===== config.mk =====
export PLATFORM = sky130hd
export DESIGN_NAME = io_bridge_nport
export DESIGN_NICKNAME = d
export VERILOG_FILES = /design/src/rtl/iobridge_pkg.sv /design/src/rtl/rr_arbiter.sv /design/src/rtl/io_bridge_nport.sv
export SDC_FILE = /design/constraint.sdc
export NUM_CORES = 1
export LEC_CHECK = 0
export CAP_MARGIN = 20
export CORE_MARGIN = 4
export CORE_UTILIZATION = 45
export CTS_BUF_LIST = sky130_fd_sc_hd__clkbuf_16
export DETAILED_ROUTE_END_ITERATION = 8
export PLACE_DENSITY = 0.86
export SYNTH_ARGS = -nofsm -noshare
export SYNTH_HDL_FRONTEND = slang
export SYNTH_SLANG_ARGS = --single-unit

===== constraint.sdc =====
create_clock -name clk_i -period 11.56 [get_ports clk_i]
set_input_delay 3.468 -clock clk_i [delete_from_list [all_inputs] [get_ports clk_i]]
set_output_delay 3.468 -clock clk_i [all_outputs]
set_load 0.02 [all_outputs]

===== src/rtl/iobridge_pkg.sv =====
// rtl/iobridge_pkg.sv - shared state codes, defaults and lane helper for the I/O bridge
package iobridge_pkg;

    localparam logic [1:0] ST_IDLE      = 2'd0;
    localparam logic [1:0] ST_WAIT_ACK  = 2'd1;
    localparam logic [1:0] ST_WAIT_NACK = 2'd2;
    localparam logic [1:0] ST_POST      = 2'd3;

    localparam logic [11:0] IO_BASE_DEFAULT = 12'hFFD;

    // Index of the lowest set byte select; 0 when no select is set.
    function automatic logic [2:0] lane_encode(input logic [7:0] sel);
        lane_encode = 3'd0;
        for (int i = 7; i >= 0; i--) begin
            if (sel[i]) lane_encode = 3'(i);
        end
    endfunction

endpackage


===== src/rtl/rr_arbiter.sv =====
// rtl/rr_arbiter.sv - round-robin arbiter; last grant advances only on request
module rr_arbiter #(
    parameter int N  = 2,
    parameter int IW = (N > 1) ? $clog2(N) : 1
) (
    input  logic          clk_i,
    input  logic          rst_i,
    input  logic [N-1:0]  req,
    input  logic          advance,
    output logic [N-1:0]  grant,
    output logic [IW-1:0] grant_idx
);

    logic [IW-1:0] last_q, last_d;
    logic          found;
    int            j;

    // Scan from last_grant+1 upward with wrap; first requester wins.
    always_comb begin
        grant     = '0;
        grant_idx = last_q;
        found     = 1'b0;
        j         = 0;
        for (int off = 1; off <= N; off++) begin
            j = int'(last_q) + off;
            if (j >= N) j = j - N;
            if (!found && req[j]) begin
                found     = 1'b1;
                grant[j]  = 1'b1;
                grant_idx = IW'(j);
            end
        end
    end

    always_comb begin
        last_d = last_q;
        if (advance && found) last_d = grant_idx;
    end

    always_ff @(posedge clk_i or posedge rst_i) begin
        if (rst_i) last_q <= IW'(N - 1);
        else       last_q <= last_d;
    end

endmodule


===== src/rtl/io_bridge_nport.sv =====
// rtl/io_bridge_nport.sv - N-port round-robin bridge onto the shared low-speed I/O bus
module io_bridge_nport
    import iobridge_pkg::*;
#(
    parameter int          NPORT   = 2,
    parameter int          DW      = 32,
    parameter logic [11:0] IO_BASE = IO_BASE_DEFAULT,
    parameter int          WR_POST = 0,
    parameter int          TIMEOUT = 255
) (
    input  logic                    clk_i,
    input  logic                    rst_i,
    input  logic [NPORT-1:0]        s_cyc_i,
    input  logic [NPORT-1:0]        s_stb_i,
    input  logic [NPORT-1:0]        s_we_i,
    input  logic [NPORT*DW/8-1:0]   s_sel_i,
    input  logic [NPORT*32-1:0]     s_adr_i,
    input  logic [NPORT*DW-1:0]     s_dat_i,
    output logic [NPORT-1:0]        s_ack_o,
    output logic [NPORT-1:0]        s_err_o,
    output logic [NPORT*DW-1:0]     s_dat_o,
    output logic                    m_cyc_o,
    output logic                    m_stb_o,
    output logic                    m_we_o,
    output logic [DW/8-1:0]         m_sel_o,
    output logic [31:0]             m_adr_o,
    output logic [DW-1:0]           m_dat_o,
    output logic [7:0]              m_dat8_o,
    input  logic                    m_ack_i,
    input  logic [DW-1:0]           m_dat_i
);

    localparam int SW = DW / 8;
    localparam int LW = $clog2(SW);
    localparam int IW = (NPORT > 1) ? $clog2(NPORT) : 1;
    localparam int TW = (TIMEOUT > 0) ? $clog2(TIMEOUT + 1) : 1;
    localparam logic [TW-1:0] TMO_LOAD = TW'(TIMEOUT);

    logic [1:0]          state_q, state_d;
    logic [IW-1:0]       gnt_q, gnt_d;
    logic [TW-1:0]       tmo_q, tmo_d;
    logic                m_cyc_q, m_cyc_d, m_we_q, m_we_d;
    logic [SW-1:0]       m_sel_q, m_sel_d;
    logic [31:0]         m_adr_q, m_adr_d;
    logic [DW-1:0]       m_dat_q, m_dat_d;
    logic [7:0]          m_dat8_q, m_dat8_d;
    logic [NPORT-1:0]    s_ack_q, s_ack_d, s_err_q, s_err_d;
    logic [NPORT*DW-1:0] s_dat_q, s_dat_d;

    logic [NPORT-1:0]    req, arb_gnt;
    logic [IW-1:0]       arb_idx;
    logic                advance;
    logic [31:0]         g_adr;
    logic [DW-1:0]       g_dat;
    logic [SW-1:0]       g_sel;
    logic [LW-1:0]       lane;
    logic                unused_adr_lo;
    logic                tmo_expired;

    always_comb begin
        req           = '0;
        unused_adr_lo = 1'b0;
        for (int p = 0; p < NPORT; p++) begin
            req[p]        = s_cyc_i[p] && (s_adr_i[p*32+20 +: 12] == IO_BASE);
            unused_adr_lo = unused_adr_lo ^ (^s_adr_i[p*32 +: LW]);
        end
    end

    rr_arbiter #(.N(NPORT), .IW(IW)) u_arb (
        .clk_i     (clk_i),
        .rst_i     (rst_i),
        .req       (req),
        .advance   (advance),
        .grant     (arb_gnt),
        .grant_idx (arb_idx)
    );

    assign g_adr       = s_adr_i[arb_idx*32 +: 32];
    assign g_dat       = s_dat_i[arb_idx*DW +: DW];
    assign g_sel       = s_sel_i[arb_idx*SW +: SW];
    assign lane        = LW'(lane_encode(8'(g_sel)));
    assign tmo_expired = (TIMEOUT > 0) && (tmo_q == '0);

    always_comb begin
        state_d  = state_q;
        gnt_d    = gnt_q;
        tmo_d    = tmo_q;
        m_cyc_d  = m_cyc_q;
        m_we_d   = m_we_q;
        m_sel_d  = m_sel_q;
        m_adr_d  = m_adr_q;
        m_dat_d  = m_dat_q;
        m_dat8_d = m_dat8_q;
        s_ack_d  = s_ack_q;
        s_err_d  = s_err_q;
        s_dat_d  = s_dat_q;
        advance  = 1'b0;
        case (state_q)
            ST_IDLE: begin
                // A lingering device ack from a truncated cycle blocks new grants.
                if (!m_ack_i && (|req)) begin
                    advance  = 1'b1;
                    gnt_d    = arb_idx;
                    tmo_d    = TMO_LOAD;
                    m_cyc_d  = 1'b1;
                    m_we_d   = s_we_i[arb_idx];
                    m_sel_d  = g_sel;
                    m_adr_d  = {IO_BASE, g_adr[19:LW], lane};
                    m_dat_d  = g_dat;
                    m_dat8_d = g_dat[lane*8 +: 8];
                    if ((WR_POST != 0) && s_we_i[arb_idx]) begin
                        s_ack_d = s_ack_q | arb_gnt;
                        state_d = ST_POST;
                    end else begin
                        state_d = ST_WAIT_ACK;
                    end
                end
            end
            ST_WAIT_ACK: begin
                if (m_ack_i) begin
                    if (!m_we_q) s_dat_d[gnt_q*DW +: DW] = m_dat_i;
                    s_ack_d[gnt_q] = 1'b1;
                    m_cyc_d        = 1'b0;
                    m_we_d         = 1'b0;
                    state_d        = ST_WAIT_NACK;
                end else if (!s_cyc_i[gnt_q]) begin
                    m_cyc_d = 1'b0;
                    m_we_d  = 1'b0;
                    state_d = ST_IDLE;
                end else if (tmo_expired) begin
                    s_err_d[gnt_q] = 1'b1;
                    m_cyc_d        = 1'b0;
                    m_we_d         = 1'b0;
                    state_d        = ST_WAIT_NACK;
                end else if (TIMEOUT > 0) begin
                    tmo_d = tmo_q - TW'(1);
                end
            end
            ST_WAIT_NACK: begin
                if (!s_stb_i[gnt_q]) begin
                    s_ack_d[gnt_q] = 1'b0;
                    s_err_d[gnt_q] = 1'b0;
                    state_d        = ST_IDLE;
                end
            end
            ST_POST: begin
                if (!s_stb_i[gnt_q]) s_ack_d[gnt_q] = 1'b0;
                if (m_cyc_q) begin
                    if (m_ack_i || tmo_expired) begin
                        m_cyc_d = 1'b0;
                        m_we_d  = 1'b0;
                    end else if (TIMEOUT > 0) begin
                        tmo_d = tmo_q - TW'(1);
                    end
                end
                if (!m_cyc_q && !s_stb_i[gnt_q]) state_d = ST_IDLE;
            end
            default: state_d = ST_IDLE;
        endcase
    end

    always_ff @(posedge clk_i or posedge rst_i) begin
        if (rst_i) begin
            state_q  <= ST_IDLE;
            gnt_q    <= '0;
            tmo_q    <= '0;
            m_cyc_q  <= 1'b0;
            m_we_q   <= 1'b0;
            m_sel_q  <= '0;
            m_adr_q  <= '0;
            m_dat_q  <= '0;
            m_dat8_q <= '0;
            s_ack_q  <= '0;
            s_err_q  <= '0;
            s_dat_q  <= '0;
        end else begin
            state_q  <= state_d;
            gnt_q    <= gnt_d;
            tmo_q    <= tmo_d;
            m_cyc_q  <= m_cyc_d;
            m_we_q   <= m_we_d;
            m_sel_q  <= m_sel_d;
            m_adr_q  <= m_adr_d;
            m_dat_q  <= m_dat_d;
            m_dat8_q <= m_dat8_d;
            s_ack_q  <= s_ack_d;
            s_err_q  <= s_err_d;
            s_dat_q  <= s_dat_d;
        end
    end

    assign s_ack_o  = s_ack_q;
    assign s_err_o  = s_err_q;
    assign s_dat_o  = s_dat_q;
    assign m_cyc_o  = m_cyc_q;
    assign m_stb_o  = m_cyc_q;
    assign m_we_o   = m_we_q;
    assign m_sel_o  = m_sel_q;
    assign m_adr_o  = m_adr_q;
    assign m_dat_o  = m_dat_q;
    assign m_dat8_o = m_dat8_q;

endmodule


After elaboration in Yosys (flattened, before gate mapping)

Cells that the tools add are included.

$add $sub $neg: 6
Order comparisons: 7
Equal/unequal tests: 18
Shifts and indexed selects: 6
Muxes and demuxes: 60
Bitwise gates (word level): 6
Reduce and logical (&&, ||, !) cells: 27

Operator list:

| kind                       | number |
|---|---|
| $bwmux W64                 | 1 |
| $ge A32 B3 Y1 const B      | 2 |
| $lt A32 B3 Y1 const B      | 2 |
| $mux W32                   | 2 |
| $shift A32 B34 Y64 const A | 1 |
| $shiftx A32 B34 Y64        | 1 |
| $shiftx A64 B7 Y20         | 1 |
| $shiftx A64 B7 Y32         | 1 |
| $sub A32 B3 Y32 const B    | 2 |
| $mux W8                    | 6 |
| $neg A6 Y34                | 1 |
| $mux W2                    | 16 |
| $shiftx A32 B6 Y8          | 1 |
| $mux W1                    | 28 |
| $eq A12 B12 Y1 const B     | 2 |
| $ne A2 B2 Y1 const B       | 12 |
| $pmux W8 S3                | 1 |
| $reduce_and A5 Y1          | 2 |
| $reduce_and A3 Y1          | 3 |
| $logic_not A8 Y1           | 1 |
| $pmux W2 S2                | 2 |
| $pmux W2 S4                | 1 |
| $shiftx A8 B4 Y4           | 1 |
| $sub A8 B1 Y8 const B      | 1 |
| 23 further kinds           | 39 |

Bits in registers: 147
Input bits: 177
Output and inout port bits: 147
Word-level logic and storage cells: 143

Logic depth before layout (Yosys ltp)

Gate-level depths: netlist of the first run.

Depth after elaboration: 16
Mapped depth: 9
Mapped depth without buffers: 7

Cells and area by module

Synthesis of the first run repeated with hierarchy kept, for this count alone.

Cell total of the unflattened synthesis: 621
Area, all modules: 6929.1 µm²

Modules (own cells, without submodules):

| module          | times used | cells each | area each (µm²) | sequential area each (µm²) |
|---|---|---|---|---|
| io_bridge_nport | 1          | 612        | 6859.1          | 3653.5 |
| rr_arbiter      | 1          | 9          | 70.1            | 26.3 |

Worst setup path after synthesis of the first run

OpenSTA, ideal clock, no wires.

Path type: input port to flip-flop
Start point: in s_adr_i[21]
End point: reg m_dat8_q[0], in the netlist m_dat8_o[0]
Setup time: 0.129 ns
Arrival: 4.956 ns
Required time: 11.431 ns
Slack: 6.476 ns
Stages: 8
Buffers on the path: 3
Cells stage by stage: nand2b_1 > or4_1 > a21o_1 > buf_6 > buf_6 > buf_2 > nand2_1 > nand3_1

Word-level cells in the longest chain between the ends: 15
Elaborated cells on any way between the ends: 23
Those cells by class: eq/ne (1); shift (3); mux (13); reduce/logical (6)

Ends and longest elaborated chain:

| item                                        | line                   | RTL |
|---|---|---|
| start, declared                             | io_bridge_nport.sv:17  | `input logic [NPORT*32-1:0] s_adr_i,` |
| $eq A12 B12 Y1 *                            | io_bridge_nport.sv:64  | `req[p] = s_cyc_i[p] && (s_adr_i[p*32+20 +: 12] == IO_BASE);` |
| $logic_and A1 B1 Y1 *                       | io_bridge_nport.sv:64  |  |
| $mux W1 (not written as such) (3 in series) | rr_arbiter.sv:27       | `if (!found && req[j]) begin` |
| $mux W1                                     | rr_arbiter.sv:27       |  |
| $logic_not A1 Y1                            | rr_arbiter.sv:27       |  |
| $logic_and A1 B1 Y1                         | rr_arbiter.sv:27       |  |
| $mux W1                                     | rr_arbiter.sv:27       |  |
| $shiftx A8 B4 Y4                            | io_bridge_nport.sv:80  | `assign g_sel = s_sel_i[arb_idx*SW +: SW];` |
| $mux W2 (4 in series)                       | iobridge_pkg.sv:15     | `if (sel[i]) lane_encode = 3'(i);` |
| $shiftx A32 B6 Y8                           | io_bridge_nport.sv:110 | `m_dat8_d = g_dat[lane*8 +: 8];` |
| end signal, assigned                        | io_bridge_nport.sv:185 | `m_dat8_q <= m_dat8_d;` |
| end, declared                               | io_bridge_nport.sv:46  | `logic [7:0] m_dat8_q, m_dat8_d;` |

Every way passes the cells marked *; elsewhere a longest branch is shown, timed or not. The select of a mux whose other input is x is not followed.
A chain may end at the register's enable or synchronous reset.

Final worst setup path of the first run

Start point: in s_cyc_i[1]
End point: reg m_adr_q[16], in the netlist m_adr_o[16]

Word-level cells in the longest chain between the ends: 9
Elaborated cells on any way between the ends: 16
Those cells by class: shift (1); mux (9); reduce/logical (6)

Ends and longest elaborated chain:

| item                                        | line                   | RTL |
|---|---|---|
| start, declared                             | io_bridge_nport.sv:13  | `input logic [NPORT-1:0] s_cyc_i,` |
| $logic_and A1 B1 Y1 *                       | io_bridge_nport.sv:64  |  |
| $mux W1 (not written as such) (3 in series) | rr_arbiter.sv:27       |  |
| $mux W1                                     | rr_arbiter.sv:27       |  |
| $logic_not A1 Y1                            | rr_arbiter.sv:27       |  |
| $logic_and A1 B1 Y1                         | rr_arbiter.sv:27       |  |
| $mux W1                                     | rr_arbiter.sv:27       |  |
| $shiftx A64 B7 Y20                          | io_bridge_nport.sv:78  | `assign g_adr = s_adr_i[arb_idx*32 +: 32];` |
| end signal, assigned                        | io_bridge_nport.sv:183 | `m_adr_q <= m_adr_d;` |
| end, declared                               | io_bridge_nport.sv:44  | `logic [31:0] m_adr_q, m_adr_d;` |

Marked as above.

==> impl_metrics.env, run 1 <==
export IMPL_synth_distinct_cells=44
export IMPL_numPortBuffers=318
export IMPL_placed_area_um2=10300
export IMPL_yosys_warnings=0
export IMPL_finalWirelength_um=22000
export IMPL_rsz0062_at_grt="false"
export IMPL_syn_nets=800
export IMPL_slew_headroom_pct=26.5
export IMPL_dp_cells=1108
export IMPL_post_route_util_pct=71.1
export IMPL_synth_seq_cells=147
export IMPL_synth_top_family_by_area="multiplexers"
export IMPL_min_period_ns=6.41
export IMPL_grt_pass1_wl_um=33700
export IMPL_drtPass1Iterations=4
export IMPL_cts_setup_buffers=0
export IMPL_p_sw_mw=0.269
export IMPL_maxCapViolCount=0
export IMPL_ctsLongestPathBuffers=2
export IMPL_irDropWorstVdd_uv=84.6
export IMPL_grt_max_degree=96
export IMPL_critPathLaunchType="primary input"
export IMPL_die_w_um=133
export IMPL_syn_inst=622
export IMPL_yosys_area_share_simple_pct=9.04
export IMPL_synth_xor_area_share_pct=0.743
export IMPL_grt_total_usage_pct=24.4
export IMPL_synth_top_area_share_pct=51.6
export IMPL_setup_tns_final_ns=0
export IMPL_clkTransAtPathRegs_ns=0.06
export IMPL_synth_common_cells="146 x dfrtp_1, 94 x nand2_1, 82 x mux2_2"
export IMPL_syn_avg_cell_area_um2=11.4
export IMPL_cts_sinks=147
export IMPL_cp_max_fo=48
export IMPL_cts_hold_buf=0
export IMPL_cts_resized=0
export IMPL_layout_cells_non_filler=1140
export IMPL_antenna_cells=0
export IMPL_hold_path_class="reg2reg"
export IMPL_synth_most_common_cell="dfrtp_1"
export IMPL_coreArea_um2=15300
export IMPL_cts_root_buf="clkbuf_16"
export IMPL_crit_required_ns=11.82
export IMPL_period_share_pct=55.5
export IMPL_start_util_pct=46.2
export IMPL_drtIter0Drc=331
export IMPL_fill_cells=1102
export IMPL_netSwitchingFraction_pct=22.0
export IMPL_synthMuxAreaShare_pct=23.4
export IMPL_syn_cell_area_um2=7070
export IMPL_dp_hpwl_um=16500
export IMPL_clock_power_share_pct=47.8
export IMPL_antenna_found_initial=0
export IMPL_synthArstFlopShare_pct=100
export IMPL_critical_path_class="in2reg"
export IMPL_avgRoutedWirePerCell_um=19.3
export IMPL_fp_row_count=45
export IMPL_layout_drive_gt1_share_pct=14.2
export IMPL_synth_ff_type="dfrtp_1"
export IMPL_tightest_slew_ns=1.10
export IMPL_final_nets=1094
export IMPL_numCtsBuffers=17
export IMPL_combPwrFrac_pct=9.8
export IMPL_power_density_nw_per_um2=112
export IMPL_fin_area_um2=10900
export IMPL_synth_fa_ha_area_share_pct=0.177
export IMPL_synth_area_leaders="dfrtp_1 52%, mux2_2 13%, mux2i_1 10%"
export IMPL_yosys_area_top_type="dfrtp_1"
export IMPL_grt_overflow=0
export IMPL_design_die_area_um2=17800
export IMPL_drc_errors=0
export IMPL_vias=5896
export IMPL_worst_ep_arrival_time_ns=6.67
export IMPL_yosysSeqAreaShare_pct=52.0
export IMPL_gp_congestion=0.834
export IMPL_status="finished clean"
export IMPL_die_h_um=133
export IMPL_end_kind="flip-flop"
export IMPL_p_total_mw=1.22
export IMPL_htreeDepth=4
export IMPL_fin_skew_ns=0.00892
export IMPL_setup_viol_count_final=0
export IMPL_ant_nets=0
export IMPL_p_int_mw=0.954
export IMPL_io_pin_count=324
export IMPL_p_leak_nw=5.14
export IMPL_vias_per_cell=5.17
export IMPL_power_sequential_fraction_pct=42.4
export IMPL_fmax_mhz=156
export IMPL_timing_final_max_slew_violations=0
export IMPL_worst_skew_pair_late_latency_ns=0.41
export IMPL_cts_tree="yes"
export IMPL_synth_edf_count=0
export IMPL_syn2layout_area_growth_pct=54.0
export IMPL_hold_violations=0
export IMPL_synth_compound_area_share_pct=9.09
export IMPL_grt_pass1_vias=6118
## state kept, by name, indices dropped and copies added (netlist names), named ones only
name,count
tmo_q,8
state_q,2
m_adr_o,21
m_sel_o,4
u_arb.last_q,1
m_dat_o,32
m_we_o,1
s_dat_o,64
m_dat8_o,8
m_cyc_o,1
gnt_q,1
## layout by cell type, fill, tap and decap left out, types with 2 or more instances in the layout
cell             count
clkbuf_16           17
a21oi_1              4
nand2b_1             6
inv_6                3
dfrtp_1            146
a31oi_1              3
or4_1                3
inv_1                9
buf_4                8
mux2_2              82
nor4_1               3
clkdlybuf4s50_1    318
nor4_2               2
nor3_1               3
clkinv_1             2
nand3_1             10
bufinv_16            4
clkinv_4             4
a21oi_2              3
a211oi_1             3
clkinvlp_4           2
o211ai_1            21
o21ai_1             55
xor2_1               6
o21ai_0             14
nor2_1              10
nand2_1             94
nand4_1              4
mux2i_1             71
## metal layers
| metal | wire [µm] | vias to the layer above | global-route usage [%] |
|---|---|---|---|
| met5 | 0 | - | 0 |
| met3 | 2050 | 31 | 9.06 |
| met1 | 8420 | 2832 | 27.5 |
| met4 | 445 | 0 | 7.14 |
| met2 | 11100 | 255 | 43.1 |
| li1 | - | 2778 | - |
## worst max-delay path, stage by stage
cell and delay [ns]:
clkdlybuf4s50_1 0.52, nand4_1 0.16, or4_1 0.69, mux2i_4 0.20
buf_4 0.50, buf_4 0.67, mux2i_1 0.32, o21ai_1 0.10
## layout make-up
| type | count | area (µm²) | share of cell area [%] |
|---|---|---|---|
| Tap cell | 211 | 264 | 2.42 |
| Sequential cell | 147 | 3680 | 33.8 |
| Clock buffer | 17 | 425 | 3.90 |
| Clock inverter | 15 | 206 | 1.90 |
| Multi-Input combinational cell | 414 | 3030 | 27.8 |
| Timing Repair Buffer | 326 | 3240 | 29.8 |
| Inverter | 10 | 42.5 | 0.390 |
## power by group through the flow
stage | registers (mW) | logic, mW | clock network, mW
after global placement | 0.528 | 0.118 | 0
after detailed placement | 0.528 | 0.120 | 0
after CTS | 0.519 | 0.121 | 0.594
final | 0.519 | 0.120 | 0.585
after global routing | 0.519 | 0.129 | 0.615
after floorplan | 0.530 | 0.0401 | 0
## per-stage QoR
step | hold WS [ns] | worst slack (ns)
2_1_floorplan | 0.475 | 4.14
3_3_place_gp | 0.459 | 4.77
3_5_place_dp | 0.465 | 4.74
4_1_cts | 0.479 | 5.16
5_1_grt | 0.501 | 4.98
6_report | 0.475 | 5.15
## kinds of logic (layout without fill, tap and decap cells)
group                    Yosys count  after routing
AO/OA/AOI/OAI                    109            109
XOR/XNOR                           6              6
adder cells (fa/ha/maj)            1              1
buffers and inverters             61            368
flip-flops                       147            147
multiplexers                     155            155
other                              1              1
AND/OR/NAND/NOR                  142            142
## final timing paths
path,start,endpoint,slack [ns],cells after the start
setup / recovery,s_cyc_i[1],m_adr_o[16],5.15,8
hold / removal,m_dat8_o[0],m_dat8_o[0],0.48,2
setup reg to reg,u_arb.last_q,m_adr_o[16],8.97,5
hold reg to reg,m_dat8_o[0],m_dat8_o[0],0.48,2
max in group asynchronous,rst_i,s_dat_o[49],6.69,3
min in group asynchronous,rst_i,s_dat_o[15],3.62,2
Note: power is estimated with default switching activity, not from simulation.
==> inputs of run 2 (changes only) <==
Settings changed: CORE_UTILIZATION 45 to 38, PLACE_DENSITY 0.86 to 0.77.
Clock period 11.56 ns to 5.3 ns, I/O delays scaled along.
==> run 2 against run 1 <==
Against the previous run:
- wire length is 2.2% higher
- count of clock-buffer cells in the layout stayed put
- via count is 1.1% lower
- clock skew hardly changed
- non-clock buffer count is 5 higher
- global-route usage is 3.5 points lower
- cell area is 0.48% higher
- core utilization is 11 points lower
- sequential power is 120% higher
- total power is 120% higher
- final cell count is 2.0% higher
- clock power is 120% higher
- critical endpoint is now m_dat8_o[4]
- largest cell class unchanged
- highest routed layer unchanged
==> impl_metrics.env, run 2 (synthesis results as in run 1) <==
export IMPL_setup_tns_final_ns=0
export IMPL_grt_total_usage_pct=20.9
export IMPL_critical_path_class="in2reg"
export IMPL_crit_family="simple AND/OR/NAND/NOR gates"
export IMPL_design_die_area_um2=20900
export IMPL_setup_viol_count_final=0
export IMPL_cts_tree="yes"
export IMPL_antenna_cells=0
export IMPL_power_density_nw_per_um2=242
export IMPL_cpMaxStageDelayCell="or4_1"
export IMPL_layout_common_cells="318 x clkdlybuf4s50_1, 146 x dfrtp_1, 94 x nand2_1"
export IMPL_ctsLongestPathBuffers=2
export IMPL_netSwitchingFraction_pct=24.4
export IMPL_cts_sinks=147
export IMPL_ant_nets=0
export IMPL_avgRoutedWirePerCell_um=19.3
export IMPL_end_kind="flip-flop"
export IMPL_hold_path_class="reg2reg"
export IMPL_numCtsBuffers=17
export IMPL_rr_startpoint="state_q[0]"
export IMPL_fill_cells=1535
export IMPL_p_leak_nw=5.16
export IMPL_numPortBuffers=318
export IMPL_finalWirelength_um=22500
export IMPL_critPathLaunchType="primary input"
export IMPL_largest_reg_flops=64
export IMPL_gp_congestion=0.786
export IMPL_p_int_mw=2.01
export IMPL_r2r_slack_ns=2.97
export IMPL_timing_final_max_slew_violations=0
export IMPL_crit_required_ns=5.59
export IMPL_final_nets=1099
export IMPL_hold_start="m_dat8_o[3]"
export IMPL_cts_setup_buffers=0
export IMPL_r2r_end="m_sel_o[1]"
export IMPL_r2r_cells=4
export IMPL_critical_path_startpoint="s_cyc_i[1]"
export IMPL_grt_overflow=0
export IMPL_drc_errors=0
export IMPL_dp_hpwl_um=17300
export IMPL_antenna_found_initial=0
export IMPL_post_route_util_pct=60.3
export IMPL_cts_root_buf="clkbuf_16"
export IMPL_htreeDepth=4
export IMPL_die_h_um=144
export IMPL_path_buf_inv=2
export IMPL_slew_headroom_pct=33.6
export IMPL_min_period_ns=4.01
export IMPL_io_pin_count=324
export IMPL_cp_max_fo=32
export IMPL_tightest_slew_ns=0.996
export IMPL_cts_hold_buf=0
export IMPL_layout_drive_gt1_share_pct=14.9
export IMPL_endpoint="m_dat8_o[4]"
export IMPL_clkTransAtPathRegs_ns=0.07
export IMPL_maxCapViolCount=0
export IMPL_die_w_um=144
export IMPL_vias=5830
export IMPL_combPwrFrac_pct=9.9
export IMPL_grt_max_degree=104
export IMPL_status="finished clean"
export IMPL_power_sequential_fraction_pct=42.6
export IMPL_grt_pass1_wl_um=33100
export IMPL_irDropWorstVdd_uv=211
export IMPL_period_share_pct=75.6
export IMPL_p_sw_mw=0.647
export IMPL_hold_violations=0
export IMPL_fmax_mhz=250
export IMPL_path_cells="clkdlybuf4s50_1 -> nand4_1 -> or4_1 -> mux2i_4 -> buf_4 -> nand2_1 -> o211ai_1 -> nand3_1"
export IMPL_slowest_delay_ns=0.70
export IMPL_coreArea_um2=18100
export IMPL_p_total_mw=2.65
export IMPL_rsz0062_at_grt="false"
export IMPL_cts_resized=0
export IMPL_drtPass1Iterations=4
export IMPL_start_util_pct=39.0
export IMPL_fp_row_count=49
export IMPL_layout_commonest_cell="clkdlybuf4s50_1"
export IMPL_fin_skew_ns=0.00933
export IMPL_grt_pass1_vias=5949
export IMPL_clock_power_share_pct=47.5
export IMPL_cp_depth=8
export IMPL_vias_per_cell=5.01
export IMPL_worst_ep_arrival_time_ns=4.30
export IMPL_syn2layout_area_growth_pct=54.7
export IMPL_worst_skew_pair_late_latency_ns=0.42
export IMPL_drtIter0Drc=145
==> run 2: cell count changes in the layout (fill, tap and decap cells not counted) <==
cell | previous run | this run
clkinv_4 | 4 | 0
inv_8 | 1 | 5
clkinvlp_4 | 2 | 3
buf_4 | 8 | 12
clkinv_2 | 0 | 1
clkinv_1 | 2 | 0
buf_12 | 0 | 1
clkinv_8 | 0 | 1
inv_6 | 3 | 4
bufinv_16 | 4 | 2
==> run 2: layer usage <==
layer	vias up	GRT usage, %	routed length [µm]
met5	-	0	0
met4	0	6.77	394
met3	24	7.87	2180
met2	248	35.8	11100
met1	2762	24.1	8860
li1	2796	-	-
==> run 2: worst min-delay path by stage <==
stage                  end  slack (ns)  depth (start not counted)
3_3_place_gp   m_dat8_o[3]        0.46                          2
6_report       m_dat8_o[3]        0.47                          2
3_5_place_dp   m_dat8_o[3]        0.47                          2
2_1_floorplan     tmo_q[7]        0.47                          2
4_1_cts        m_dat8_o[3]        0.48                          2
5_1_grt        m_dat_o[29]        0.50                          2
==> run 2: worst min-delay path, stage by stage, from the launching register on <==
cell and delay, ns:
dfrtp_1 0.34, nand2_1 0.05, nand3_1 0.05
==> run 2: stage by stage <==
| stage | area (µm²) | instances | setup WS [ns] | hold WS, ns |
|---|---|---|---|---|
| final | 10900 | 1163 | 1.29 | 0.474 |
| after global placement | 10300 | 1131 | 0.861 | 0.459 |
| after detailed placement | 10300 | 1131 | 0.825 | 0.465 |
| after floorplan | 7080 | 622 | 1.86 | 0.475 |
| after CTS | 10900 | 1163 | 1.30 | 0.481 |
| after global routing | 10900 | 1163 | 1.14 | 0.503 |
==> run 2: power groups by stage <==
stage | logic [mW] | registers (mW) | clock network (mW)
floorplan | 0.0877 | 1.16 | 0
global placement | 0.261 | 1.15 | 0
detailed placement | 0.265 | 1.15 | 0
CTS | 0.266 | 1.13 | 1.29
global route | 0.285 | 1.13 | 1.34
finish | 0.263 | 1.13 | 1.26
==> run 2: area by class of cell <==
| cell class | count | area, µm² | share of cell area (%) |
|---|---|---|---|
| clock buffer | 17 | 425 | 3.89 |
| clock inverter | 15 | 188 | 1.71 |
| inverter | 10 | 41.3 | 0.377 |
| multi-input combinational | 414 | 3030 | 27.7 |
| sequential | 147 | 3680 | 33.6 |
| tap | 229 | 287 | 2.62 |
| timing repair buffer | 331 | 3290 | 30.1 |
